$ cat src/rtl/square_wave_meter_if.sv
// Signal bundle between a square-wave source and the meter.
// master: the meter (takes squareIn, drives the measurement outputs).
// slave : the source/consumer side (drives squareIn, observes the results).
interface square_wave_meter_if;
  logic       squareIn;
  logic [3:0] mOut;
  logic [3:0] nOut;
  logic       measValid;
  logic       ovf;
  logic       stuck;

  modport master (
    input  squareIn,
    output mOut,
    output nOut,
    output measValid,
    output ovf,
    output stuck
  );

  modport slave (
    output squareIn,
    input  mOut,
    input  nOut,
    input  measValid,
    input  ovf,
    input  stuck
  );
endinterface

$ cat src/rtl/square_wave_meter.sv
// Purpose : measure high/low time of squareIn in TICK_CYCLES units, publish {m,n} per period.
// Latency : measValid one cycle after the reporting rise is sampled (+2 with SQW_METER_SYNC_EN).
// Backpress: none; results are a strobe, a consumer that misses measValid still sees held mOut/nOut.
//
// Ports: clk, reset (sync, active-low); mif.master carries squareIn in and
//        mOut/nOut (4-bit units), measValid (1-cycle pulse), ovf (saturated pair), stuck (no edges).
// Build option: define SQW_METER_SYNC_EN to insert a two-flop synchronizer ahead of the sampler.
module square_wave_meter #(
  parameter int TICK_CYCLES   = 10,
  parameter int TIMEOUT_UNITS = 32
) (
  input  logic                clk,
  input  logic                reset,
  square_wave_meter_if.master mif
);

  localparam int UW = $clog2(TIMEOUT_UNITS + 1);
  localparam int PW = $clog2(TICK_CYCLES + 1);

`ifdef SQW_METER_SYNC_EN
  localparam int VD = 4;
`else
  localparam int VD = 2;
`endif

  localparam logic [1:0] WAIT_RISE = 2'd0;
  localparam logic [1:0] MEAS_HIGH = 2'd1;
  localparam logic [1:0] MEAS_LOW  = 2'd2;

  logic          s_in;
  logic          s;
  logic          s_d;
  logic [VD-1:0] smp_vld;
  logic          edges_ok;
  logic          edge_det;
  logic          rise;
  logic          fall;

  logic [1:0]    state;
  logic [PW-1:0] pre;
  logic [UW-1:0] units;
  logic          timeout;

  logic          half_up;
  logic [UW:0]   rnd;
  logic          ph_ovf;
  logic [3:0]    ph_val;

  logic [3:0]    m_hold;
  logic          m_hold_ovf;

`ifdef SQW_METER_SYNC_EN
  logic sync_q1;
  logic sync_q2;

  always_ff @(posedge clk) begin
    if (!reset) begin
      sync_q1 <= 1'b0;
      sync_q2 <= 1'b0;
    end else begin
      sync_q1 <= mif.squareIn;
      sync_q2 <= sync_q1;
    end
  end

  assign s_in = sync_q2;
`else
  assign s_in = mif.squareIn;
`endif

  // smp_vld shadows the input pipeline: a stage becomes valid only once it
  // holds a real sample. Without it, the zeros loaded by reset would look
  // like a rise when squareIn is already high, and a partial high phase
  // would be reported as a full one.
  always_ff @(posedge clk) begin
    if (!reset) begin
      s       <= 1'b0;
      s_d     <= 1'b0;
      smp_vld <= '0;
    end else begin
      s       <= s_in;
      s_d     <= s;
      smp_vld <= {smp_vld[VD-2:0], 1'b1};
    end
  end

  assign edges_ok = smp_vld[VD-1];
  assign edge_det = edges_ok & (s ^ s_d);
  assign rise     = edge_det & s;
  assign fall     = edge_det & ~s;

  // units*TICK_CYCLES + pre equals the cycles elapsed since the last edge,
  // counting the edge cycle itself, so on the next edge it is exactly L.
  assign timeout = (units == UW'(TIMEOUT_UNITS)) & ~edge_det;

  // Round half up: add one unit when the remainder is at least half a unit.
  assign half_up = ({pre, 1'b0} >= (PW + 1)'(TICK_CYCLES));
  assign rnd     = {1'b0, units} + {{UW{1'b0}}, half_up};
  assign ph_ovf  = (rnd > (UW + 1)'(15));
  assign ph_val  = ph_ovf ? 4'd15 : rnd[3:0];

  always_ff @(posedge clk) begin
    if (!reset) begin
      state         <= WAIT_RISE;
      pre           <= '0;
      units         <= '0;
      m_hold        <= '0;
      m_hold_ovf    <= 1'b0;
      mif.mOut      <= '0;
      mif.nOut      <= '0;
      mif.measValid <= 1'b0;
      mif.ovf       <= 1'b0;
      mif.stuck     <= 1'b0;
    end else begin
      mif.measValid <= 1'b0;
      if (edge_det) begin
        pre       <= PW'(1);
        units     <= '0;
        mif.stuck <= 1'b0;
        case (state)
          WAIT_RISE: begin
            if (rise) state <= MEAS_HIGH;
          end
          MEAS_HIGH: begin
            if (fall) begin
              m_hold     <= ph_val;
              m_hold_ovf <= ph_ovf;
              state      <= MEAS_LOW;
            end
          end
          MEAS_LOW: begin
            // The reporting rise is also the start of the next high phase.
            if (rise) begin
              mif.mOut      <= m_hold;
              mif.nOut      <= ph_val;
              mif.ovf       <= m_hold_ovf | ph_ovf;
              mif.measValid <= 1'b1;
              state         <= MEAS_HIGH;
            end
          end
          default: state <= WAIT_RISE;
        endcase
      end else if (timeout) begin
        // Counters park at the limit; outputs keep the last published pair.
        mif.stuck <= 1'b1;
        state     <= WAIT_RISE;
      end else if (pre == PW'(TICK_CYCLES - 1)) begin
        pre   <= '0;
        units <= units + UW'(1);
      end else begin
        pre <= pre + PW'(1);
      end
    end
  end

endmodule

$ cat src/flat_wrapper.sv
// flat-port wrapper written by rule: the top's interface ports become plain ports
module square_wave_meter_flat 
#(
  parameter int TICK_CYCLES   = 10,
  parameter int TIMEOUT_UNITS = 32
)
  (clk, reset, mif_squareIn, mif_mOut, mif_nOut, mif_measValid, mif_ovf, mif_stuck);
  square_wave_meter_if mif_i ();
  input  logic clk;
  input  logic reset;
  input wire logic [$bits(mif_i.squareIn)-1:0] mif_squareIn;
  output wire logic [$bits(mif_i.mOut)-1:0] mif_mOut;
  output wire logic [$bits(mif_i.nOut)-1:0] mif_nOut;
  output wire logic [$bits(mif_i.measValid)-1:0] mif_measValid;
  output wire logic [$bits(mif_i.ovf)-1:0] mif_ovf;
  output wire logic [$bits(mif_i.stuck)-1:0] mif_stuck;
  assign mif_i.squareIn = mif_squareIn;
  assign mif_mOut = mif_i.mOut;
  assign mif_nOut = mif_i.nOut;
  assign mif_measValid = mif_i.measValid;
  assign mif_ovf = mif_i.ovf;
  assign mif_stuck = mif_i.stuck;
  square_wave_meter #(.TICK_CYCLES(TICK_CYCLES), .TIMEOUT_UNITS(TIMEOUT_UNITS)) u_core (.clk(clk), .reset(reset), .mif(mif_i));
endmodule
$ cat config.mk
export PLATFORM = sky130hd
export DESIGN_NAME = square_wave_meter_flat
export DESIGN_NICKNAME = d
export VERILOG_FILES = /design/src/rtl/square_wave_meter_if.sv /design/src/rtl/square_wave_meter.sv /design/src/flat_wrapper.sv
export SDC_FILE = /design/constraint.sdc
export NUM_CORES = 1
export LEC_CHECK = 0
export BUFFER_PORTS_ARGS = -buffer_cell sky130_fd_sc_hd__buf_2
export CELL_PAD_IN_SITES_DETAIL_PLACEMENT = 2
export CELL_PAD_IN_SITES_GLOBAL_PLACEMENT = 2
export CORE_MARGIN = 3
export CORE_UTILIZATION = 42
export CTS_BUF_LIST = sky130_fd_sc_hd__clkbuf_4
export DETAILED_ROUTE_END_ITERATION = 7
export PLACE_DENSITY = 0.9
export SYNTH_ARGS = -nofsm -noshare
export SYNTH_HDL_FRONTEND = slang
export SYNTH_SLANG_ARGS = --single-unit
$ cat constraint.sdc
create_clock -name clk -period 3 [get_ports clk]
set_input_delay 0.45 -clock clk [delete_from_list [all_inputs] [get_ports clk]]
set_output_delay 0.45 -clock clk [all_outputs]
set_load 0.03 [all_outputs]
== Yosys cells after proc, flatten, opt, wreduce, memory -nomap -nowiden ==
Index checks and enable logic that the tools add are counted.
W data, S select, Z words.
Storage, ports and cells
  bits of input ports: 3
  output and inout bits: 11
  bits in registers: 32
Cells by class
  eq/ne operators: 7
  reduce and logical (&&, ||, !) cells: 9
  $lt $le $gt $ge: 2
  bitwise gates (word level): 10
  add/subtract/negate cells: 3
  multiplexer cells: 11
Operators by type and width (count)
  $reduce_and A3 Y1: 4
  $mux W2: 4
  $mux W4: 2
  $add A6 B1 Y7: 1
  $gt A7 B4 Y1 const B: 1
  $add A6 B1 Y6 const B: 1
  $eq A6 B6 Y1 const B: 1
  $ne A3 B3 Y1 const B: 2
  $ge A5 B4 Y1 const B: 1
  $add A4 B1 Y4 const B: 1
  $and A1 B1 Y1: 4
  $eq A4 B4 Y1 const B: 1
  $mux W1: 4
  $not A1 Y1: 4
  $pmux W2 S2: 1
  $reduce_or A2 Y1: 2
  $eq A2 B1 Y1 const B: 1
  $eq A2 B2 Y1 const B: 1
  $logic_not A2 Y1: 1
  $ne A2 B1 Y1 const B: 1
  $reduce_and A2 Y1: 1
  $reduce_bool A2 Y1: 1
  $or A1 B1 Y1: 1
  $xor A1 B1 Y1: 1

== Logic depth before layout (Yosys ltp) ==
Gate-level depths: netlist (run 1).
  word-level depth: 6
  mapped depth: 8

== Worst setup path after synthesis (run 1) ==
OpenSTA, ideal clock, no wires.
  kind: register to register
  start: reg u_core.pre[0]
  end: reg u_core.mif.nOut[0]
  path buffers: 0
  cell stages (with the launch flop): 9
  setup time: 119 ps
  arrival time: 1825 ps
  period minus slack after synthesis: 1944 ps
  setup slack: 1056 ps
  path through: dfxtp_1 > o21ai_0 > nand2b_1 > ha_1 > ha_1 > a311o_1 > o31ai_2 > nand2_1 > o221a_2
Between the ends
  cells in the longest elaborated chain, start to end: 4
Ends and longest elaborated chain
  start, declared: RTL line square_wave_meter.sv:40  | logic [PW-1:0] pre;
  start signal, assigned: RTL line square_wave_meter.sv:151  | pre <= pre + PW'(1);
  $ge A5 B4 Y1 (*): RTL line square_wave_meter.sv:97  | assign half_up = ({pre, 1'b0} >= (PW + 1)'(TICK_CYCLES));
  $add A6 B1 Y7 (*): RTL line square_wave_meter.sv:98  | assign rnd = {1'b0, units} + {{UW{1'b0}}, half_up};
  $gt A7 B4 Y1: RTL line square_wave_meter.sv:99  | assign ph_ovf = (rnd > (UW + 1)'(15));
  $mux W4 (*): RTL line square_wave_meter.sv:100  | assign ph_val = ph_ovf ? 4'd15 : rnd[3:0];
  end signal, assigned: RTL line square_wave_meter.sv:135  | mif.nOut <= ph_val;
  end, declared: RTL line square_wave_meter_if.sv:15  | output nOut,
Every way passes the cells marked *; elsewhere a longest branch is shown, timed or not.
A chain may end at the register's enable or synchronous reset.

== Final worst setup path (run 1) ==
  start: reg u_core.pre[0]
  end: reg u_core.mif.nOut[3]
The elaborated chain is that of the path after synthesis.

==> flow_metrics.env, run 1 <==
export IMPL_h_tree_depth=2
export IMPL_rsz0062_at_grt="false"
export IMPL_max_slew_margin=0.646
export IMPL_timing_critical_path_mode_cell="sky130_fd_sc_hd__ha_1"
export IMPL_yosysWarningCount=0
export IMPL_cts_setup_buffers=0
export IMPL_rrSetupSlack_ns=0.79
export IMPL_drt_initial_drc_count=55
export IMPL_critical_path_reg2reg_startpoint="u_core.pre[0]$_SDFFE_PN0P_"
export IMPL_cp_start_kind="register"
export IMPL_worst_pin_slew_ns=0.527
export IMPL_final_fill_count=357
export IMPL_synth_most_common_cell="sky130_fd_sc_hd__dfxtp_1"
export IMPL_worst_hold_startpoint="mif_squareIn"
export IMPL_ys_types=41
export IMPL_synth_largest_type_area_fraction=0.433
export IMPL_largest_fanout_on_the_critical_path=6
export IMPL_tritoncts_clock_tree="done"
export IMPL_end_kind="register"
export IMPL_vdd_drop_max_mv=0.197
export IMPL_crit_required_ns=3.22
export IMPL_layout_worst_path_cycle_share=0.735
export IMPL_syn_cell_area_um2=1480
export IMPL_synth_flop_cell="sky130_fd_sc_hd__dfxtp_1"
export IMPL_setup_viol=0
export IMPL_place_hpwl_um=2730
export IMPL_layout_drive_gt1_share=0.264
export IMPL_pleak_nw=0.611
export IMPL_synth_xor_xnor_area_share=0.0601
export IMPL_synthTopCellsByCount="sky130_fd_sc_hd__dfxtp_1, sky130_fd_sc_hd__nor2_1, sky130_fd_sc_hd__nand2_1, sky130_fd_sc_hd__o221a_2, sky130_fd_sc_hd__a21oi_1"
export IMPL_detailedPlace_worstSlack_ns=0.852
export IMPL_cts_num_sinks=32
export IMPL_multiplexer_share_of_the_synthesized_area=0.0271
export IMPL_worst_setup_slack_after_layout_ns=0.794
export IMPL_grt_start_max_net_pins=18
export IMPL_boundaryPins=14
export IMPL_critical_path_cell_by_cell="o21ai_0 > nand2b_1 > ha_1 > ha_1 > a311o_1 > o31ai_2 > nand2_1 > o221a_2"
export IMPL_whs_path_depth=2
export IMPL_fin_hold_ws_ns=0.322
export IMPL_post_synthesis_share_of_cell_area_spent_on_full_adders_half_adders_and_majority_gates=0.0338
export IMPL_synth_simple_gate_area_share=0.199
export IMPL_post_layout_total_power_mw=0.717
export IMPL_result_of_the_run="finished clean"
export IMPL_nets=165
export IMPL_number_of_global_route_vias_before_repair=1245
export IMPL_die_h_um=65.3
export IMPL_clockRootBuffer="sky130_fd_sc_hd__clkbuf_4"
export IMPL_clk_latency_ns=0.33
export IMPL_die_area_um2=4270
export IMPL_synth_top_cell_by_area="sky130_fd_sc_hd__dfxtp_1"
export IMPL_syn_num_nets=151
export IMPL_vias=1154
export IMPL_grt_total_usage=0.201
export IMPL_drt_antenna_violating_nets=0
export IMPL_sequential_area_share_after_synthesis=0.433
export IMPL_place_gp_congestion=0.740
export IMPL_worstHoldPathType="primary input to register"
export IMPL_complex_gate_fraction_of_the_synthesized_area=0.198
export IMPL_cts_bufs_inserted=5
export IMPL_routed_wl_um=3700
export IMPL_drc_errors=0
export IMPL_postSynthAreaPerCell_um2=10.3
export IMPL_hold_path_endpoint="u_core.s$_SDFF_PN0_"
export IMPL_max_freq_mhz=453
export IMPL_synth_async_sr_flop_share=0
export IMPL_timing_final_crit_period_ns=2.21
export IMPL_power_density_nw_per_um2=445
export IMPL_timing_critical_path_slowest_stage_cell="sky130_fd_sc_hd__dfxtp_1"
export IMPL_ys_seq_elements=32
export IMPL_initial_core_utilization=0.462
export IMPL_worst_r2r_cell_count=8
export IMPL_rr_endpoint="u_core.mif.nOut[3]$_SDFFE_PN0P_"
export IMPL_post_drt_via_cell_ratio=5.68
export IMPL_grt_first_pass_wirelength_um=6510
export IMPL_drt_pre_antenna_iters=4
export IMPL_num_antenna_cells=0
export IMPL_report_final_hold_viol_count=0
export IMPL_placeable_core_region_um2=3200
export IMPL_cts_hold_fix_buffers=0
export IMPL_overflow_after_grt=0
export IMPL_cp_arrival_ns=2.43
export IMPL_synth_enable_flop_cells=0
export IMPL_synth_top_family_by_area="simple AND/OR/NAND/NOR gates"
export IMPL_cp_top_family="compound AO/OA/AOI/OAI gates"
export IMPL_final_sum_of_negative_setup_slack_ns=0
export IMPL_timing_max_transition_violations_final=0
export IMPL_ys_top_cells_by_area="sky130_fd_sc_hd__dfxtp_1, sky130_fd_sc_hd__o221a_2, sky130_fd_sc_hd__ha_1"
export IMPL_drv_max_cap_violation_count=0
export IMPL_initial_antenna_violation_count=0
export IMPL_cts_repair_resize_count=0
export IMPL_die_width_um=65.3
export IMPL_largest_clock_skew_in_the_final_design_ns=0.00544
export IMPL_row_count=20
export IMPL_postSynthCellCount=144
export IMPL_clock_pin_slew_on_the_worst_setup_and_hold_paths_ns=0.09
export IMPL_worst_path_buf_inv=0
export IMPL_timing_setup_critical_path_class="register to register"
export IMPL_crit_path_max_incr_delay_ns=0.38
export IMPL_avgRoutedWirePerCell_um=18.2
export IMPL_clockBufferDepth=2
export IMPL_port_buffers=13
export IMPL_area_growth_synth_to_final_pct=9.05
-- cell families (layout without fill, tap and decap cells) --
kind of cell / count (synthesis) / after routing
simple gates: 47 / 47
mux: 4 / 4
compound gates: 36 / 36
flops: 32 / 32
xor+xnor: 8 / 8
buf+inv: 13 / 28
fa+ha+maj: 4 / 4
-- sequential cells by signal (all words and copies together), names as in the netlist --
name / flops
u_core.units: 6
u_core.m_hold: 4
u_core.mif.mOut: 4
u_core.mif.nOut: 4
u_core.pre: 4
u_core.smp_vld: 2
u_core.state: 2
u_core.m_hold_ovf: 1
u_core.mif.measValid: 1
u_core.mif.ovf: 1
u_core.mif.stuck: 1
u_core.s: 1
u_core.s_d: 1
-- routing by layer --
layer  vias up  share of wire  global-route usage
li1        554              -                   -
met1       572           0.44               0.239
met2        21           0.51               0.346
met3         7          0.040              0.0598
met4         0          0.017              0.0596
met5         -              0                   0
-- power by group --
group	internal, mW	leakage, nW	switching (mW)
logic	0.0113	0.318	0.0195
clock network	0.108	0.0338	0.136
registers	0.431	0.259	0.0117
-- cells in the final DEF (no fill, tap or decap), types with 2 or more instances in the layout --
master,netlist,layout
sky130_fd_sc_hd__mux2i_1,4,4
sky130_fd_sc_hd__or3_1,3,3
sky130_fd_sc_hd__o221a_2,9,9
sky130_fd_sc_hd__nand2b_1,3,3
sky130_fd_sc_hd__nand4_1,3,3
sky130_fd_sc_hd__inv_1,4,4
sky130_fd_sc_hd__inv_2,2,2
sky130_fd_sc_hd__o211ai_1,3,3
sky130_fd_sc_hd__nand2_1,9,9
sky130_fd_sc_hd__dfxtp_1,32,32
sky130_fd_sc_hd__buf_2,1,13
sky130_fd_sc_hd__ha_1,4,4
sky130_fd_sc_hd__xor2_1,4,4
sky130_fd_sc_hd__nor2_1,13,13
sky130_fd_sc_hd__clkbuf_4,0,7
sky130_fd_sc_hd__o21ai_0,7,7
sky130_fd_sc_hd__xnor2_1,3,3
sky130_fd_sc_hd__nand3_1,2,2
sky130_fd_sc_hd__a21oi_1,8,8
sky130_fd_sc_hd__and2_1,5,5
-- worst max path at each step --
stage	start	endpoint	slack [ns]	depth (start not counted)
after floorplan	u_core.pre[0]$_SDFFE_PN0P_	u_core.mif.nOut[0]$_SDFFE_PN0P_	1.06	8
after global placement	u_core.pre[0]$_SDFFE_PN0P_	u_core.mif.nOut[3]$_SDFFE_PN0P_	0.98	8
after detailed placement	u_core.pre[0]$_SDFFE_PN0P_	u_core.mif.ovf$_SDFFE_PN0P_	0.85	8
after CTS	u_core.pre[0]$_SDFFE_PN0P_	u_core.mif.ovf$_SDFFE_PN0P_	0.80	8
after global routing	u_core.pre[0]$_SDFFE_PN0P_	u_core.mif.nOut[3]$_SDFFE_PN0P_	0.66	8
final	u_core.pre[0]$_SDFFE_PN0P_	u_core.mif.nOut[3]$_SDFFE_PN0P_	0.79	8
-- through the flow --
step	utilization	cells	cell area [µm²]
detailed placement	0.486	195	1560
floorplan	-	144	1480
CTS	0.504	203	1610
global route	0.504	203	1610
finish	0.504	203	1610
global placement	0.486	195	1560
-- worst reg2reg max path, cell delays in order, from the launching register on --
cell,delay [ns]
sky130_fd_sc_hd__dfxtp_1,0.38
sky130_fd_sc_hd__o21ai_0,0.18
sky130_fd_sc_hd__nand2b_1,0.08
sky130_fd_sc_hd__ha_1,0.22
sky130_fd_sc_hd__ha_1,0.25
sky130_fd_sc_hd__a311o_1,0.37
sky130_fd_sc_hd__o31ai_2,0.10
sky130_fd_sc_hd__nand2_1,0.23
sky130_fd_sc_hd__o221a_2,0.29
-- area by class of cell --
type / count / area [µm²] / area share
timing repair buffer: 14 / 72.6 / 0.0450
inverter: 6 / 22.5 / 0.0140
tap: 44 / 55.1 / 0.0341
clock buffer: 7 / 52.6 / 0.0326
multi-input combinational: 99 / 766 / 0.475
clock inverter: 1 / 3.75 / 0.00233
sequential: 32 / 641 / 0.397
(Power assumes the default switching activity.)
==> run 2, diff against run 1 <==
- ABC_AREA: not set -> 1
- CORE_UTILIZATION: 42 -> 31
- PLACE_DENSITY: 0.9 -> 0.81
- clock period: 3 -> 1.77 ns (I/O delays scaled with it)
==> run 2 against run 1 <==
Compared with the run above:
- the run now ends with negative setup slack left
- critical endpoint is now u_core.m_hold[3]$_SDFFE_PN0P_
- first-iteration DRC count decreased by 22%
- sequential power increased by 69%
- non-clock buffer count increased by 11
- via count increased by 31%
- final cell count increased by 59%
- fmax increased by 23%
- die area increased by 41%
- largest power group unchanged
- worst hold slack got worse by 0.21 ns
- critical path type unchanged
- largest cell class unchanged
- core utilization decreased by 10 points
- synthesized cell count increased by 56%
- sequential share of layout area decreased by 6.7 points
==> flow_metrics.env, run 2 <==
export IMPL_result_of_the_run="complete, but fails checks"
export IMPL_violations_in_the_final_reports="negative setup slack"
export IMPL_cp_start_kind="register"
export IMPL_report_final_hold_viol_count=0
export IMPL_whs_path_depth=3
export IMPL_ys_seq_elements=32
export IMPL_final_fill_count=567
export IMPL_yosysWarningCount=0
export IMPL_synth_simple_gate_area_share=0.319
export IMPL_synth_flop_cell="sky130_fd_sc_hd__dfxtp_1"
export IMPL_largest_clock_skew_in_the_final_design_ns=0.0149
export IMPL_port_buffers=13
export IMPL_place_hpwl_um=3300
export IMPL_synth_xor_xnor_area_share=0.0220
export IMPL_synth_top_cell_by_area="sky130_fd_sc_hd__dfxtp_1"
export IMPL_h_tree_depth=2
export IMPL_timing_setup_critical_path_class="register to register"
export IMPL_synth_enable_flop_cells=0
export IMPL_cts_num_sinks=32
export IMPL_drt_initial_drc_count=43
export IMPL_setup_viol=3
export IMPL_avgRoutedWirePerCell_um=16.3
export IMPL_grt_start_max_net_pins=19
export IMPL_power_density_nw_per_um2=643
export IMPL_cp_top_family="simple AND/OR/NAND/NOR gates"
export IMPL_clockRootBuffer="sky130_fd_sc_hd__clkbuf_4"
export IMPL_postSynthAreaPerCell_um2=7.07
export IMPL_pleak_nw=0.893
export IMPL_boundaryPins=14
export IMPL_ys_types=23
export IMPL_layout_common_cells="sky130_fd_sc_hd__inv_1, sky130_fd_sc_hd__nand2_1, sky130_fd_sc_hd__dfxtp_1"
export IMPL_syn_cell_area_um2=1590
export IMPL_worst_setup_slack_after_layout_ns=-0.0257
export IMPL_multi_input_area_um2=855
export IMPL_complex_gate_fraction_of_the_synthesized_area=0.106
export IMPL_max_freq_mhz=557
export IMPL_final_cells=323
export IMPL_clockBufferDepth=2
export IMPL_layout_worst_path_cycle_share=1.01
export IMPL_cp_arrival_ns=2.05
export IMPL_timing_final_crit_period_ns=1.80
export IMPL_post_drt_via_cell_ratio=4.67
export IMPL_clock_pin_slew_on_the_worst_setup_and_hold_paths_ns=0.11
export IMPL_crit_path_max_incr_delay_ns=0.38
export IMPL_postSynthCellCount=225
export IMPL_sequential_area_share_after_synthesis=0.403
export IMPL_nets=261
export IMPL_crit_required_ns=2.03
export IMPL_multiplexer_share_of_the_synthesized_area=0
export IMPL_layout_drive_gt1_share=0.239
export IMPL_clk_latency_ns=0.34
export IMPL_grt_total_usage=0.162
export IMPL_timing_max_transition_violations_final=0
export IMPL_max_slew_margin=0.697
export IMPL_sequential_area_um2=644
export IMPL_drt_pre_antenna_iters=4
export IMPL_synthTopCellsByCount="sky130_fd_sc_hd__nand2_1, sky130_fd_sc_hd__inv_1, sky130_fd_sc_hd__dfxtp_1"
export IMPL_path_depth=10
export IMPL_synth_async_sr_flop_share=0
export IMPL_largest_register_ff_count=6
export IMPL_routed_wl_um=5260
export IMPL_die_width_um=77.6
export IMPL_tritoncts_clock_tree="done"
export IMPL_placeable_core_region_um2=4850
export IMPL_drc_errors=0
export IMPL_post_synthesis_share_of_cell_area_spent_on_full_adders_half_adders_and_majority_gates=0.0315
export IMPL_initial_antenna_violation_count=1
export IMPL_numPlacedInstances=310
export IMPL_initial_core_utilization=0.328
export IMPL_area_growth_synth_to_final_pct=22.6
export IMPL_synth_top_family_by_area="simple AND/OR/NAND/NOR gates"
export IMPL_cts_bufs_inserted=5
export IMPL_grt_first_pass_wirelength_um=7750
export IMPL_drv_max_cap_violation_count=0
export IMPL_number_of_global_route_vias_before_repair=1603
export IMPL_rsz0062_at_grt="true"
export IMPL_vdd_drop_max_mv=0.394
export IMPL_synth_most_common_cell="sky130_fd_sc_hd__nand2_1"
export IMPL_drt_antenna_violating_nets=0
export IMPL_post_layout_total_power_mw=1.25
export IMPL_die_h_um=77.6
export IMPL_final_sum_of_negative_setup_slack_ns=-0.0548
export IMPL_worstHoldPathType="primary input to register"
export IMPL_worst_r2r_cell_count=10
export IMPL_worst_path_buf_inv=1
export IMPL_timing_critical_path_slowest_stage_cell="sky130_fd_sc_hd__dfxtp_2"
export IMPL_ys_top_cells_by_area="sky130_fd_sc_hd__dfxtp_1, sky130_fd_sc_hd__nand2_1, sky130_fd_sc_hd__inv_1"
export IMPL_synth_largest_type_area_fraction=0.403
export IMPL_place_gp_congestion=0.830
export IMPL_vias=1508
export IMPL_die_area_um2=6030
export IMPL_registers_top_by_ff_count="u_core.units"
export IMPL_row_count=25
export IMPL_worst_pin_slew_ns=0.454
export IMPL_syn_num_nets=232
export IMPL_end_kind="register"
export IMPL_critical_path_cell_by_cell="nor2_4 > o21ai_2 > ha_2 > ha_4 > nand3_4 > xor2_4 > nor2_4 > nand3_1 > nand2_1 > inv_1"
export IMPL_overflow_after_grt=0
export IMPL_largest_fanout_on_the_critical_path=5
export IMPL_timing_critical_path_mode_cell="sky130_fd_sc_hd__nor2_4"
-- run 2: power by group --
part	leakage [nW]	switching [mW]	internal, mW	total, mW
logic	0.600	0.0566	0.0325	0.0891
registers	0.260	0.0124	0.733	0.746
clock network	0.0324	0.273	0.146	0.418
total	0.893	0.342	0.911	1.25
-- run 2: area by class of cell --
class / count / share of cell area
Antenna cell: 1 / 0.00128
Clock buffer: 5 / 0.0193
Clock inverter: 3 / 0.00706
Inverter: 42 / 0.0809
Multi-Input combinational cell: 148 / 0.438
Sequential cell: 32 / 0.331
Tap cell: 67 / 0.0430
Timing Repair Buffer: 25 / 0.0796
-- run 2: kinds of logic after synthesis --
group,after synthesis
AND/OR/NAND/NOR,106
buffers and inverters,46
AO/OA/AOI/OAI,33
flip-flops,32
XOR/XNOR,4
adder cells (fa/ha/maj),4
-- run 2: routing by layer --
metal  track usage  up-vias  wire, µm
met5             0        -         0
met4        0.0534        0        85
met3        0.0348        8       108
met2         0.282       22      2790
met1         0.198      722      2280
li1              -      756         -
-- run 2: worst min-delay path, stage by stage --
cell	delay, ns
sky130_fd_sc_hd__buf_2	0.08
sky130_fd_sc_hd__nand2_1	0.05
sky130_fd_sc_hd__inv_1	0.05
-- run 2: path summary, 6_finish.rpt --
kind / from / slack (ns) / to
hold reg to reg: u_core.smp_vld[0]$_DFF_P_ / 0.46 / u_core.smp_vld[1]$_SDFF_PN0_
setup reg to reg: u_core.pre[0]$_SDFFE_PN0P_ / -0.03 / u_core.m_hold[3]$_SDFFE_PN0P_
hold / removal: mif_squareIn / 0.12 / u_core.s$_SDFF_PN0_
setup / recovery: u_core.pre[0]$_SDFFE_PN0P_ / -0.03 / u_core.m_hold[3]$_SDFFE_PN0P_
-- run 2: per-stage QoR --
step                 util  area, µm²  worst slack, ns  hold slack [ns]
CTS                 0.379       1840           0.0192            0.112
floorplan               -       1590            0.102            0.293
finish              0.402       1950          -0.0257            0.116
global placement    0.366       1780           0.0669            0.393
detailed placement  0.366       1780         -0.00413            0.429
global route        0.402       1950           -0.125            0.111
-- run 2: timing repair --
item / 4_1_cts / 5_1_grt
cloned: 1 / 0
pin swaps: 2 / 5
hold buffers: 0 / 0
buffers inserted: 0 / 3
setup endpoints to repair: 8 / 10
gates resized for setup: 2 / 18
==> run 3, diff against run 2 <==
--- a/config.mk
+++ b/config.mk
@@ -16,2 +16,3 @@
 export PLACE_DENSITY = 0.81
+export RECOVER_POWER = 25
 export SYNTH_ARGS = -nofsm -noshare
--- a/constraint.sdc
+++ b/constraint.sdc
@@ -3,2 +3,2 @@
 set_output_delay 0.2655 -clock clk [all_outputs]
-set_load 0.03 [all_outputs]
+set_load 0.005 [all_outputs]
==> run 3 against run 2 <==
Compared with the run above:
- clock skew about the same
- critical endpoint unchanged
- final area decreased by 0.19%
- sequential power about the same
- clock-buffer cell count unchanged
- the run still ends with negative setup slack left
==> flow_metrics.env, run 3 (synthesized netlist as in run 2, its figures left out) <==
export IMPL_end_kind="register"
export IMPL_post_drt_via_cell_ratio=4.69
export IMPL_drt_antenna_violating_nets=0
export IMPL_number_of_global_route_vias_before_repair=1603
export IMPL_clockBufferDepth=2
export IMPL_numPlacedInstances=310
export IMPL_timing_setup_critical_path_class="register to register"
export IMPL_largest_register_ff_count=6
export IMPL_intPower_mw=0.911
export IMPL_worst_setup_slack_after_layout_ns=-0.0164
export IMPL_timing_max_transition_violations_final=0
export IMPL_max_freq_mhz=560
export IMPL_share_comb_of_total_power=0.069
export IMPL_h_tree_depth=2
export IMPL_post_layout_total_power_mw=1.25
export IMPL_cts_bufs_inserted=5
export IMPL_final_cells=323
export IMPL_result_of_the_run="complete, but fails checks"
export IMPL_drv_max_cap_violation_count=0
export IMPL_pwr_share_clk=0.334
export IMPL_violations_in_the_final_reports="negative setup slack"
export IMPL_timing_critical_path_mode_cell="sky130_fd_sc_hd__nor2_4"
export IMPL_rsz0062_at_grt="true"
export IMPL_clockRootBuffer="sky130_fd_sc_hd__clkbuf_4"
export IMPL_routed_wl_um=5250
export IMPL_cts_num_sinks=32
export IMPL_initial_core_utilization=0.328
export IMPL_crit_start="u_core.pre[0]$_SDFFE_PN0P_"
export IMPL_largest_clock_skew_in_the_final_design_ns=0.0148
export IMPL_die_h_um=77.6
export IMPL_whs_path_depth=3
export IMPL_net_switching_power_mw=0.339
export IMPL_worstHoldPathType="primary input to register"
export IMPL_overflow_after_grt=0
export IMPL_layout_common_cells="sky130_fd_sc_hd__inv_1, sky130_fd_sc_hd__nand2_1, sky130_fd_sc_hd__dfxtp_1"
export IMPL_place_hpwl_um=3300
export IMPL_vias=1514
export IMPL_placeable_core_region_um2=4850
export IMPL_max_slew_margin=0.699
export IMPL_layout_drive_gt1_share=0.227
export IMPL_layout_worst_path_cycle_share=1.01
export IMPL_crit_required_ns=2.03
export IMPL_tritoncts_clock_tree="done"
export IMPL_power_density_nw_per_um2=643
export IMPL_final_fill_count=567
export IMPL_die_area_um2=6030
export IMPL_avgRoutedWirePerCell_um=16.2
export IMPL_cp_arrival_ns=2.04
export IMPL_final_sum_of_negative_setup_slack_ns=-0.0385
export IMPL_boundaryPins=14
export IMPL_largest_fanout_on_the_critical_path=5
export IMPL_rrSetupSlack_ns=-0.02
export IMPL_vdd_drop_max_mv=0.394
export IMPL_worst_pin_slew_ns=0.451
export IMPL_row_count=25
export IMPL_hold_path_endpoint="u_core.s$_SDFF_PN0_"
export IMPL_setup_viol=3
export IMPL_critical_path_reg2reg_startpoint="u_core.pre[0]$_SDFFE_PN0P_"
export IMPL_drc_errors=0
export IMPL_registers_top_by_ff_count="u_core.units"
export IMPL_critical_path_cell_by_cell="nor2_4 > o21ai_2 > ha_2 > ha_4 > nand3_4 > xor2_4 > nor2_4 > nand3_1 > nand2_1 > inv_1"
export IMPL_clock_pin_slew_on_the_worst_setup_and_hold_paths_ns=0.11
export IMPL_report_final_hold_viol_count=0
export IMPL_initial_antenna_violation_count=1
export IMPL_area_growth_synth_to_final_pct=22.3
export IMPL_worst_path_buf_inv=1
export IMPL_power_switching_fraction=0.271
export IMPL_timing_final_crit_period_ns=1.79
export IMPL_worst_hold_startpoint="mif_squareIn"
export IMPL_place_gp_congestion=0.830
export IMPL_share_seq_of_total_power=0.596
export IMPL_drt_initial_drc_count=46
export IMPL_rr_endpoint="u_core.m_hold[3]$_SDFFE_PN0P_"
export IMPL_nets=261
export IMPL_die_width_um=77.6
export IMPL_grt_total_usage=0.162
export IMPL_pleak_nw=0.881
export IMPL_grt_first_pass_wirelength_um=7750
export IMPL_grt_start_max_net_pins=19
export IMPL_worst_r2r_cell_count=10
export IMPL_cp_start_kind="register"
export IMPL_port_buffers=13
export IMPL_clk_latency_ns=0.34
export IMPL_timing_critical_path_slowest_stage_cell="sky130_fd_sc_hd__dfxtp_2"
export IMPL_cp_top_family="simple AND/OR/NAND/NOR gates"
export IMPL_crit_path_max_incr_delay_ns=0.38
export IMPL_drt_pre_antenna_iters=4
==> run 3: cell types whose count changed in the layout (fill, tap and decap cells not counted) <==
cell                       change
sky130_fd_sc_hd__clkbuf_1      +3
sky130_fd_sc_hd__buf_2         -3
==> run 3: worst max path at each step <==
stage	depth (start not counted)	slack, ns	to
3_3_place_gp	10	0.07	u_core.mif.nOut[3]$_SDFFE_PN0P_
5_1_grt	10	-0.13	u_core.mif.nOut[0]$_SDFFE_PN0P_
3_5_place_dp	10	-0.004	u_core.mif.nOut[0]$_SDFFE_PN0P_
6_report	10	-0.02	u_core.m_hold[3]$_SDFFE_PN0P_
2_1_floorplan	10	0.10	u_core.m_hold[2]$_SDFFE_PN0P_
4_1_cts	10	0.02	u_core.m_hold[0]$_SDFFE_PN0P_
==> run 3: power by group through the flow <==
stage	logic, mW	clock network (mW)	registers, mW
2_1_floorplan	0.0483	0	0.758
3_3_place_gp	0.0751	0	0.757
3_5_place_dp	0.0779	0	0.758
4_1_cts	0.0808	0.428	0.742
5_1_grt	0.0977	0.470	0.748
6_report	0.0866	0.418	0.746
==> run 3: cell type report <==
type                            instances  area [µm²]  area share
Antenna cell                            1        2.50     0.00129
Timing Repair Buffer                   25         151      0.0778
Inverter                               42         158      0.0810
Multi-Input combinational cell        148         855       0.439
Tap cell                               67        83.8      0.0431
Sequential cell                        32         644       0.331
Clock inverter                          3        13.8     0.00707
Clock buffer                            5        37.5      0.0193
==> run 3: stage by stage <==
stage | hold WS, ns | worst slack [ns] | area (µm²) | util
after global placement | 0.393 | 0.0669 | 1780 | 0.366
after global routing | 0.111 | -0.125 | 1950 | 0.401
after CTS | 0.112 | 0.0192 | 1840 | 0.379
after detailed placement | 0.429 | -0.00413 | 1780 | 0.366
final | 0.116 | -0.0164 | 1950 | 0.401
after floorplan | 0.293 | 0.102 | 1590 | -
==> run 3: worst reg2reg max path, delay by kind of cell, from the launching register on <==
family / cells / cell delay, ns
AND/OR/NAND/NOR: 5 / 0.54
buffers and inverters: 1 / 0.04
AO/OA/AOI/OAI: 1 / 0.12
XOR/XNOR: 1 / 0.23
flip-flops: 1 / 0.38
adder cells (fa/ha/maj): 2 / 0.39
==> run 3: what timing repair did <==
item	in CTS	in global routing
setup endpoints to repair	8	10
gates cloned	1	0
hold buffers	0	0
pin swaps	2	5
resized for setup	2	18
setup buffers	0	3
==> run 3: metal layers <==
| layer | share of wire | vias up | wire, µm | track usage |
|---|---|---|---|---|
| met5 | 0 | - | 0 | 0 |
| met4 | 0.016 | 0 | 85 | 0.0534 |
| met3 | 0.021 | 8 | 108 | 0.0348 |
| met2 | 0.53 | 22 | 2790 | 0.282 |
| met1 | 0.43 | 729 | 2270 | 0.198 |
| li1 | - | 755 | - | - |
